`src/rtl/alu_fpga_ctrl.sv`:
```
//------------------------------------------------------------------------------
// Module   : alu_fpga_ctrl
// Brief    : Board front end for an external ALU. Debounces three push-buttons,
//            walks an operand/opcode entry FSM (LOAD_A, LOAD_B, LOAD_OP, EXEC,
//            SHOW), drives the ALU ports, latches result and flags, and shows
//            the selected register on a pageable bank of active-low 7-seg
//            digits.
// Revision : 1.0 - initial release
//------------------------------------------------------------------------------
`default_nettype none

module alu_fpga_ctrl #(
   parameter int DATA_W    = 32,
   parameter int SW_W      = 16,
   parameter int OP_W      = 4,
   parameter int NDIGITS   = 8,
   parameter int DB_CYCLES = 16
) (
   input  logic                   CLOCK_50,
   input  logic                   RST,
   input  logic [SW_W-1:0]        sw_data,
   input  logic                   sw_fill,
   input  logic [2:0]             key_n,
   output logic [DATA_W-1:0]      alu_port_a,
   output logic [DATA_W-1:0]      alu_port_b,
   output logic [OP_W-1:0]        alu_op,
   input  logic [DATA_W-1:0]      alu_port_o,
   input  logic                   alu_negative,
   input  logic                   alu_zero,
   input  logic                   alu_overflow,
   output logic [7*NDIGITS-1:0]   hex_seg,
   output logic [2:0]             led_flags,
   output logic [4:0]             led_state
);

   // Display geometry: one page holds NDIGITS nibbles.
   localparam int c_PG_BITS = 4 * NDIGITS;
   localparam int c_NPAGES  = (DATA_W + c_PG_BITS - 1) / c_PG_BITS;
   localparam int c_PAGE_W  = (c_NPAGES > 1) ? $clog2(c_NPAGES) : 1;
   localparam int c_DISP_W  = c_NPAGES * c_PG_BITS;
   localparam int c_CNT_W   = $clog2(DB_CYCLES + 1);

   // One-hot encoding doubles as the LED pattern.
   typedef enum logic [4:0] {
      S_LOAD_A  = 5'b00001,
      S_LOAD_B  = 5'b00010,
      S_LOAD_OP = 5'b00100,
      S_EXEC    = 5'b01000,
      S_SHOW    = 5'b10000
   } state_t;

   state_t                 r_state;
   state_t                 w_state_nxt;
   logic [DATA_W-1:0]      r_a, w_a_nxt;
   logic [DATA_W-1:0]      r_b, w_b_nxt;
   logic [OP_W-1:0]        r_op, w_op_nxt;
   logic [DATA_W-1:0]      r_res, w_res_nxt;
   logic [2:0]             r_flags, w_flags_nxt;
   logic [c_PAGE_W-1:0]    r_page, w_page_nxt;

   logic [2:0]             w_press;
   logic                   w_enter;
   logic                   w_back;
   logic                   w_page;
   logic [DATA_W-1:0]      w_operand;
   logic [DATA_W-1:0]      w_disp_src;
   logic [c_DISP_W-1:0]    w_disp_ext;
   logic [c_PG_BITS-1:0]   w_page_vec;
   logic [NDIGITS-1:0]     w_blank;

   // Active-low segment patterns, gfedcba.
   function automatic logic [6:0] f_seg7(input logic [3:0] nib);
      logic [6:0] seg;
      case (nib)
         4'h0:    seg = 7'b1000000;
         4'h1:    seg = 7'b1111001;
         4'h2:    seg = 7'b0100100;
         4'h3:    seg = 7'b0110000;
         4'h4:    seg = 7'b0011001;
         4'h5:    seg = 7'b0010010;
         4'h6:    seg = 7'b0000010;
         4'h7:    seg = 7'b1111000;
         4'h8:    seg = 7'b0000000;
         4'h9:    seg = 7'b0010000;
         4'hA:    seg = 7'b0001000;
         4'hB:    seg = 7'b0000011;
         4'hC:    seg = 7'b0100111;
         4'hD:    seg = 7'b0100001;
         4'hE:    seg = 7'b0000110;
         default: seg = 7'b0001110;
      endcase
      return seg;
   endfunction

   //---------------------------------------------------------------------------
   // Key conditioning: each key gets its own synchroniser and debouncer. The
   // pulse is registered alongside the level update so it lasts one cycle.
   //---------------------------------------------------------------------------
   for (genvar k = 0; k < 3; k++) begin : g_key
      logic               r_sync1;
      logic               r_sync2;
      logic               r_level;
      logic               r_pulse;
      logic [c_CNT_W-1:0] r_cnt;

      // synchronise, count stable cycles, accept the level and flag presses
      always_ff @(posedge CLOCK_50) begin
         if (RST) begin
            r_sync1 <= 1'b1;
            r_sync2 <= 1'b1;
            r_level <= 1'b1;
            r_pulse <= 1'b0;
            r_cnt   <= '0;
         end else begin
            r_sync1 <= key_n[k];
            r_sync2 <= r_sync1;
            r_pulse <= 1'b0;
            if (r_sync2 == r_level) begin
               r_cnt <= '0;
            end else if (r_cnt == c_CNT_W'(DB_CYCLES - 1)) begin
               r_level <= r_sync2;
               r_cnt   <= '0;
               r_pulse <= ~r_sync2;
            end else begin
               r_cnt <= r_cnt + c_CNT_W'(1);
            end
         end
      end

      assign w_press[k] = r_pulse;
   end

   // enter beats back beats page; losers in the same cycle are dropped
   assign w_enter = w_press[0];
   assign w_back  = w_press[1] & ~w_press[0];
   assign w_page  = w_press[2] & ~w_press[1] & ~w_press[0];

   // Switch value widened with the fill bit above the switch field.
   if (DATA_W > SW_W) begin : g_fill
      assign w_operand = {{(DATA_W - SW_W){sw_fill}}, sw_data};
   end else begin : g_nofill
      assign w_operand = sw_data;
   end

   //---------------------------------------------------------------------------
   // Entry FSM
   //---------------------------------------------------------------------------
   // next-state, register updates and page stepping
   always_comb begin
      w_state_nxt = r_state;
      w_a_nxt     = r_a;
      w_b_nxt     = r_b;
      w_op_nxt    = r_op;
      w_res_nxt   = r_res;
      w_flags_nxt = r_flags;
      w_page_nxt  = r_page;

      case (r_state)
         S_LOAD_A: begin
            if (w_enter) begin
               w_a_nxt     = w_operand;
               w_state_nxt = S_LOAD_B;
            end else if (w_back) begin
               w_a_nxt = '0;
            end
         end
         S_LOAD_B: begin
            if (w_enter) begin
               w_b_nxt     = w_operand;
               w_state_nxt = S_LOAD_OP;
            end else if (w_back) begin
               w_state_nxt = S_LOAD_A;
            end
         end
         S_LOAD_OP: begin
            if (w_enter) begin
               w_op_nxt    = sw_data[OP_W-1:0];
               w_state_nxt = S_EXEC;
            end else if (w_back) begin
               w_state_nxt = S_LOAD_B;
            end
         end
         S_EXEC: begin
            // ALU output is combinational from the registered ports
            w_res_nxt   = alu_port_o;
            w_flags_nxt = {alu_overflow, alu_zero, alu_negative};
            w_state_nxt = S_SHOW;
         end
         S_SHOW: begin
            if (w_enter) begin
               w_state_nxt = S_LOAD_A;
            end else if (w_back) begin
               w_state_nxt = S_LOAD_OP;
            end
         end
         default: begin
            w_state_nxt = S_LOAD_A;
         end
      endcase

      if (w_state_nxt != r_state) begin
         w_page_nxt = '0;
      end else if (w_page) begin
         w_page_nxt = (r_page == c_PAGE_W'(c_NPAGES - 1)) ? '0
                                                          : r_page + c_PAGE_W'(1);
      end
   end

   // state and datapath registers
   always_ff @(posedge CLOCK_50) begin
      if (RST) begin
         r_state <= S_LOAD_A;
         r_a     <= '0;
         r_b     <= '0;
         r_op    <= '0;
         r_res   <= '0;
         r_flags <= '0;
         r_page  <= '0;
      end else begin
         r_state <= w_state_nxt;
         r_a     <= w_a_nxt;
         r_b     <= w_b_nxt;
         r_op    <= w_op_nxt;
         r_res   <= w_res_nxt;
         r_flags <= w_flags_nxt;
         r_page  <= w_page_nxt;
      end
   end

   assign alu_port_a = r_a;
   assign alu_port_b = r_b;
   assign alu_op     = r_op;
   assign led_flags  = r_flags;
   assign led_state  = r_state;

   //---------------------------------------------------------------------------
   // Display path
   //---------------------------------------------------------------------------
   // pick what the digits show in each state
   always_comb begin
      case (r_state)
         S_LOAD_A, S_LOAD_B: w_disp_src = w_operand;
         S_LOAD_OP:          w_disp_src = DATA_W'(r_op);
         default:            w_disp_src = r_res;
      endcase
   end

   assign w_disp_ext = c_DISP_W'(w_disp_src);

   // select the current page and blank nibbles that lie past DATA_W
   always_comb begin
      w_page_vec = w_disp_ext[c_PG_BITS-1:0];
      w_blank    = '0;
      for (int p = 0; p < c_NPAGES; p++) begin
         if (r_page == c_PAGE_W'(p)) begin
            w_page_vec = w_disp_ext[p*c_PG_BITS +: c_PG_BITS];
            for (int i = 0; i < NDIGITS; i++) begin
               w_blank[i] = (4 * (p * NDIGITS + i) >= DATA_W);
            end
         end
      end
   end

   for (genvar i = 0; i < NDIGITS; i++) begin : g_digit
      assign hex_seg[7*i +: 7] = w_blank[i] ? 7'b1111111
                                            : f_seg7(w_page_vec[4*i +: 4]);
   end

endmodule

`default_nettype wire

```
`config.mk`:
```
export PLATFORM = sky130hd
export DESIGN_NAME = alu_fpga_ctrl
export DESIGN_NICKNAME = d
export VERILOG_FILES = /design/src/rtl/alu_fpga_ctrl.sv
export SDC_FILE = /design/constraint.sdc
export NUM_CORES = 1
export LEC_CHECK = 0
export ABC_CLOCK_PERIOD_IN_PS = 3000
export BUFFER_PORTS_ARGS = -buffer_cell sky130_fd_sc_hd__buf_2
export CAP_MARGIN = 25
export CORE_UTILIZATION = 48
export CTS_CLUSTER_DIAMETER = 100
export DETAILED_ROUTE_END_ITERATION = 7
export GPL_ROUTABILITY_DRIVEN = 0
export GPL_TIMING_DRIVEN = 1
export PLACE_DENSITY = 0.83
export SKIP_CTS_REPAIR_TIMING = 1
export SLEW_MARGIN = 15
export SYNTH_ARGS = -nofsm -noshare
export SYNTH_HDL_FRONTEND = slang
export SYNTH_SLANG_ARGS = --single-unit
```
`constraint.sdc`:
```
create_clock -name CLOCK_50 -period 3 [get_ports CLOCK_50]
set_input_delay 0.45 -clock CLOCK_50 [delete_from_list [all_inputs] [get_ports CLOCK_50]]
set_output_delay 0.45 -clock CLOCK_50 [all_outputs]
set_load 0.02 [all_outputs]
```
# Yosys cells after proc, flatten, opt, wreduce, memory -nomap -nowiden
# Memories as Yosys holds them, arrays and structs flattened.
# Cells that the tools add are included.
# op_classes
addsub,2
eq_ne,13
mux,11
bitwise_logic,8
n_reduce_logical,12
# ops
operator,n
32-bit two-way mux,2
32-bit case mux with 2 select lines,1
5-bit two-way mux,7
5-bit case mux with 5 select lines,1
5-bit by 4-bit == test with 1-bit output (second input constant),3
3-bit OR reduction,4
5-bit by 1-bit adder with 5-bit output (second input constant),2
2-bit AND reduction,5
3-bit != test (second input constant),3
1-bit inverter,7
5-bit by 1-bit == test with 1-bit output (second input constant),1
5-bit by 2-bit == test with 1-bit output (second input constant),1
5-bit by 3-bit == test with 1-bit output (second input constant),1
5-bit == test (second input constant),1
4-bit AND reduction,1
1-bit == test,2
2-bit != test (second input constant),1
2-bit nonzero test,1
2-bit OR reduction,1
1-bit bitwise AND,1
# word_totals
ff_bits,111
mem_bits_ro,896
inputBits,57
output_inout_bits,132
elab_cells,70
n_memories,8
# mem_list
memory,depth,width,rd,rd_clocked_by_memory_dff,write_ports,line_no,source
(name not given),16,7,1,0,0,74,case (nib)
(name not given),16,7,1,0,0,74,
(name not given),16,7,1,0,0,74,
(name not given),16,7,1,0,0,74,
(name not given),16,7,1,0,0,74,
(name not given),16,7,1,0,0,74,
+2 memories,-,-,-,-,-,-,

# Depth between registers and ports, before layout
# Gate-level depths: netlist of run 1.
# logic_depth
word_depth,5
depth_mapped,14
mapped_depth_nobuf,10

# Worst setup path after synthesis of run 1
# OpenSTA, ideal clock, no wires.
# synth_timing
path_kind,register -> output
start,"register r_state[3], in the netlist led_state[3]"
end,output hex_seg[39]
t_arrival_ns,2.826
required_time_ns,2.550
slack_ns,-0.276
path_stages_with_launch,9
n_path_buf,2
path_cell_list,dfxtp_1 buf_2 nor2_1 a22oi_2 clkbuf_1 o21ai_0 ha_1 or4b_2 o31ai_1
# synth_between
elab_chain_len,4
word_cells_on_any_way,6
classes_between,eq/ne: 3; mux: 1; reduce/logical: 1; memory: 1
# synth_lines
element,line_no,source
start: declaration,52,state_t r_state;
start signal: assignment,220,r_state <= w_state_nxt;
5-bit by 1-bit == test with 1-bit output or 5-bit by 2-bit == test with 1-bit output (tied branches),241,case (r_state)
2-bit OR reduction,241,
32-bit case mux with 2 select lines *,241,
memory read 16 x 7 bit *,-,
end: declaration,31,"output logic [7*NDIGITS-1:0] hex_seg,"
# Every way passes the cells marked *; elsewhere a longest branch is shown, timed or not.

# Final worst setup path of run 1
# layout_timing
start,"register r_state[4], in the netlist led_state[4]"
end,output hex_seg[32]
# The elaborated chain is that of the path after synthesis.

==> results of run 1 <==
-- state kept, by name (all words and copies together), names as in the netlist --
signal         flops
r_res             32
alu_port_b        17
alu_port_a        17
g_key.r_sync1      2
g_key.r_cnt       10
g_key.r_pulse      2
led_flags          3
g_key.r_level      2
alu_op             4
g_key.r_sync2      2
led_state          5
-- cell usage after synthesis (8+ instances only) --
library cell,count,area (sq um)
a21o_1,8,60.06
a21oi_1,55,275.3
a22oi_1,20,150.1
and3_1,13,81.33
buf_2,12,60.06
buf_4,35,262.8
clkbuf_1,30,112.6
dfxtp_1,96,1922
ha_1,54,675.7
inv_1,34,127.6
mux2i_1,71,710.7
nand2_1,94,352.8
nand3_1,13,65.06
nor2_1,71,266.5
o21ai_0,17,85.08
o31ai_1,15,112.6
or2_2,8,50.05
-- layout make-up --
cell class              count  area (sq um)  share of cell area
flip-flops and latches     96          1941              0.2058
inverters                  36         145.1             0.01539
well taps                 176         220.2             0.02335
repair buffers            306          2098              0.2225
multi-input cells         569          4715              0.4999
clock buffers              12         256.5             0.02720
clock inverters             4         52.55            0.005573
diodes                      1         2.502           0.0002654
-- power by group --
part / switching, mW / internal, mW / leakage, nW
logic: 4.02 / 3.41 / 3.50
registers: 0.0291 / 1.29 / 0.778
clock network: 0.494 / 0.694 / 0.153
total: 4.54 / 5.39 / 4.43
-- critical path: cells and delay by family, from the launching register on --
| kind | cells | cell delay, ns |
|---|---|---|
| and+or+nand+nor | 2 | 0.79 |
| buffers and inverters | 5 | 0.74 |
| DFF | 1 | 0.37 |
| AOI/OAI and AO/OA | 3 | 0.27 |
| adders and majority gates | 1 | 0.21 |
-- final timing paths --
check	slack (ns)	end	depth (start not counted)	startpoint
max reg2reg	1.13	alu_op[0]	6	led_state[2]
min	0.28	g_key[1].r_sync1	2	key_n[1]
min reg2reg	0.41	g_key[0].r_sync2	1	g_key[0].r_sync1
max	-0.17	hex_seg[32]	11	led_state[4]
-- through the flow --
step	power, mW	util
5_1_grt	10.45	0.7065
3_3_place_gp	6.609	0.5852
3_5_place_dp	6.731	0.5852
6_report	9.936	0.7065
4_1_cts	7.923	0.6084
2_1_floorplan	5.070	-
-- kinds of logic (layout without fill, tap and decap cells) --
| logic type | Yosys count | after routing | share of synthesized area |
|---|---|---|---|
| buffers and inverters | 119 | 358 | 0.09655 |
| other | 0 | 1 | 0 |
| DFF | 96 | 96 | 0.2908 |
| adders and majority gates | 54 | 54 | 0.1022 |
| muxes | 74 | 74 | 0.1143 |
| xor gates and xnor gates | 10 | 10 | 0.01609 |
| AOI/OAI and AO/OA | 184 | 185 | 0.2045 |
| and+or+nand+nor | 246 | 246 | 0.1755 |
-- metal layers --
layer  track usage  vias to the layer above  share of wire
met3       0.05364                       57          0.066
met5             0                        -              0
met4       0.06406                        0          0.029
met1        0.3080                     3247           0.40
li1              -                     3196              -
met2        0.4255                      309           0.51
==> flow_summary.toml, run 1 <==
[run_status]
status = "finished, violations left"
violations = "negative setup slack"

[logic_synthesis]
synthesis.nets = 894
ys_seq_area_frac = 0.2908
syn_area_per_cell_sq_um = 8.440
synth_cell_type_count = 77
synth_ff_type = "dfxtp_1"
ys_seq_elements = 96
synth-edff-count = 0
netlist_instances = 783
async_flop_share = 0
yosys_warnings = 0
syn-cell-area_sq_um = 6609

[setup_path]
cp_data_arrival_time_ns = 2.72
start_kind = "flop"
max_stage_delay_ns = 0.48
end_kind = "primary output"
crit_fanout = 5
path_class = "reg2out"
crit_chain = "nor4_2 > buf_4 > a22oi_2 > buf_6 > buf_12 > o31ai_4 > inv_2 > ha_1 > or4_4 > o31ai_2 > buf_4"
path_common_cell = "buf_4"
slowest_stage = "or4_4"
crit_required_ns = 2.55

[power]
ir_drop_mv = 0.8594
power_density_nw_per_um2 = 1054
power_leakage_nw = 4.426

[sta]
finalCriticalPeriod_ns = 3.175
period_share = 1.058
rsz0062_at_grt = "true"
hold_viol = 0
fin_hold_ws_ns = 0.2757
finalMaxSlewViolations = 0
setup_ws_ns = -0.1748
timing.fmax_mhz = 315.0
setup_violations = 19
fin_skew_ns = 0.01049
relSlewSlack = 0.5097
worst_pin_slew_ns = 0.7355
tns_ns = -1.217

[die]
die_h_microns = 119.3
core_sq_um = 13350
die_area_sq_um = 14240
die_x_microns = 119.3
io-pin-count = 189
rows = 42
start_util = 0.4951

[global_routing]
track_usage = 0.2461
grt_pass1_vias = 5650
antenna_found_initial = 1
grt_remaining_overflow = 0
grt_max_degree = 42
grt_pass1_wl_microns = 28120

[clock_network]
htreeDepth = 3
cts_sinks = 96
clk_pin_slew_ns = 0.07
cts_buffers = 9
clk_latency_ns = 0.35
clock_path_buffers = 2
root_buffer = "clkbuf_16"
tritoncts = "yes"

[placement]
pre_cts_ws_ns = -0.03716
hpwl_microns = 13170
dp_cells = 1125
placed_area_sq_um = 7811
port-buffer-count = 187

[routing]
drt_iter0_drc = 616
post_drt_wl_per_cell_microns = 17.81
finalWirelength_microns = 21370
drtPass1Iterations = 5
ant_nets = 0
post-route-drc-count = 0
via_per_inst = 5.674
num_vias = 6809

[finish]
design_area_sq_um = 9430
final_common_cell = "buf_2"
fin_cells = 1200
final_cell_mix = "buf_2, buf_4, nand2_1"
drive_gt1_frac = 0.4321
area_delta_synth_final_pct = 42.69
fillers = 952
nets = 1129

[hold_path]
hp-class = "in2reg"

[run]
maxCapViolCount = 0
(Power assumes the default switching activity.)
==> run 2: changes to the inputs <==
RECOVER_POWER = 25   (was not set)
==> flow_summary.toml, run 2 (same netlist as run 1, synthesis figures left out) <==
[clock_network]
clk_latency_ns = 0.35
tritoncts = "yes"
clk_pin_slew_ns = 0.07
cts_sinks = 96
root_buffer = "clkbuf_16"
htreeDepth = 3
cts_buffers = 9
clock_path_buffers = 2

[placement]
placed_area_sq_um = 7811
hpwl_microns = 13170
port-buffer-count = 187
pre_cts_ws_ns = -0.03716

[finish]
largest_reg_flops = 32
drive_gt1_frac = 0.3920
area_delta_synth_final_pct = 41.92
final_common_cell = "buf_2"
final_cell_mix = "buf_2, buf_4, nand2_1"
nets = 1129
max_flop_register = "r_res"
design_area_sq_um = 9379

[die]
die_h_microns = 119.3
start_util = 0.4951
die_area_sq_um = 14240
io-pin-count = 189
rows = 42
core_sq_um = 13350
die_x_microns = 119.3

[setup_path]
timing.rr.start = "led_state[2]"
worstRegToRegCells = 6
cp_data_arrival_time_ns = 2.73
endpoint = "hex_seg[32]"
r2r_setup_slack_ns = 1.11
r2r-end = "alu_op[0]"
crit_start = "led_state[4]"
crit_required_ns = 2.55
path_class = "reg2out"
end_kind = "primary output"
start_kind = "flop"
crit_fanout = 5

[sta]
fin_skew_ns = 0.01028
setup_ws_ns = -0.1817
setup_violations = 19
relSlewSlack = -0.2020
worst_pin_slew_ns = 1.803
finalCriticalPeriod_ns = 3.182
timing.fmax_mhz = 314.3
tns_ns = -1.165
period_share = 1.061
finalMaxSlewViolations = 42
rsz0062_at_grt = "true"
hold_viol = 0

[routing]
num_vias = 6836
via_per_inst = 5.697
post-route-drc-count = 0
drtPass1Iterations = 5
drt_iter0_drc = 622
finalWirelength_microns = 21390
post_drt_wl_per_cell_microns = 17.82
ant_nets = 0

[global_routing]
grt_max_degree = 42
antenna_found_initial = 1
track_usage = 0.2461
grt_pass1_vias = 5650
grt_remaining_overflow = 0
grt_pass1_wl_microns = 28120

[power]
total_power_mw = 9.946
power_leakage_nw = 4.247
ir_drop_mv = 0.8605
power_density_nw_per_um2 = 1061

[run]
maxCapViolCount = 1

[run_status]
violations = "max-capacitance violations, max-slew violations, negative setup slack"
status = "finished, violations left"

[hold_path]
hp-class = "in2reg"
run 2: layout make-up:
type	count	area [sq um]
Multi-Input combinational cell	569	4715
Fill cell	980	3969
Timing Repair Buffer	306	2047
Sequential cell	96	1941
Clock buffer	12	256.5
Tap cell	176	220.2
Inverter	36	145.1
Clock inverter	4	52.55
Antenna cell	1	2.502
run 2: worst min path at each step:
stage,start,end,depth (start not counted)
finish,key_n[1],g_key[1].r_sync1,2
floorplan,g_key[0].r_sync1,g_key[0].r_sync2,1
detailed placement,g_key[1].r_sync1,g_key[1].r_sync2,1
CTS,key_n[1],g_key[1].r_sync1,2
global route,key_n[1],g_key[1].r_sync1,2
global placement,g_key[0].r_sync1,g_key[0].r_sync2,1
run 2: per-stage QoR:
stage	instances	util	hold slack (ns)
after floorplan	783	-	0.3895
after global placement	1125	0.5852	0.3922
after detailed placement	1125	0.5852	0.3945
after CTS	1141	0.6084	0.2722
after global routing	1200	0.7027	0.2754
final	1200	0.7027	0.2766
run 2: per-layer routing:
layer / up-vias / GRT usage / part of all wire
met5: - / 0 / 0
met4: 0 / 0.06406 / 0.033
met3: 66 / 0.05364 / 0.067
met2: 336 / 0.4255 / 0.50
met1: 3231 / 0.3080 / 0.40
li1: 3203 / - / -
run 2: worst max-delay path: stages, from the launching register on:
cell and delay [ns]:
dfxtp_4 0.37, nor4_2 0.30, buf_4 0.18, a22oi_2 0.13
buf_6 0.18, buf_12 0.12, o31ai_4 0.05, inv_2 0.07
ha_1 0.22, or4_4 0.48, o31ai_2 0.09, buf_4 0.19
run 2: power breakdown:
part / internal [mW] / switching (mW) / leakage [nW] / total (mW)
sequential: 1.29 / 0.0291 / 0.778 / 1.32
combinational: 3.41 / 4.03 / 3.32 / 7.44
clock: 0.694 / 0.497 / 0.153 / 1.19
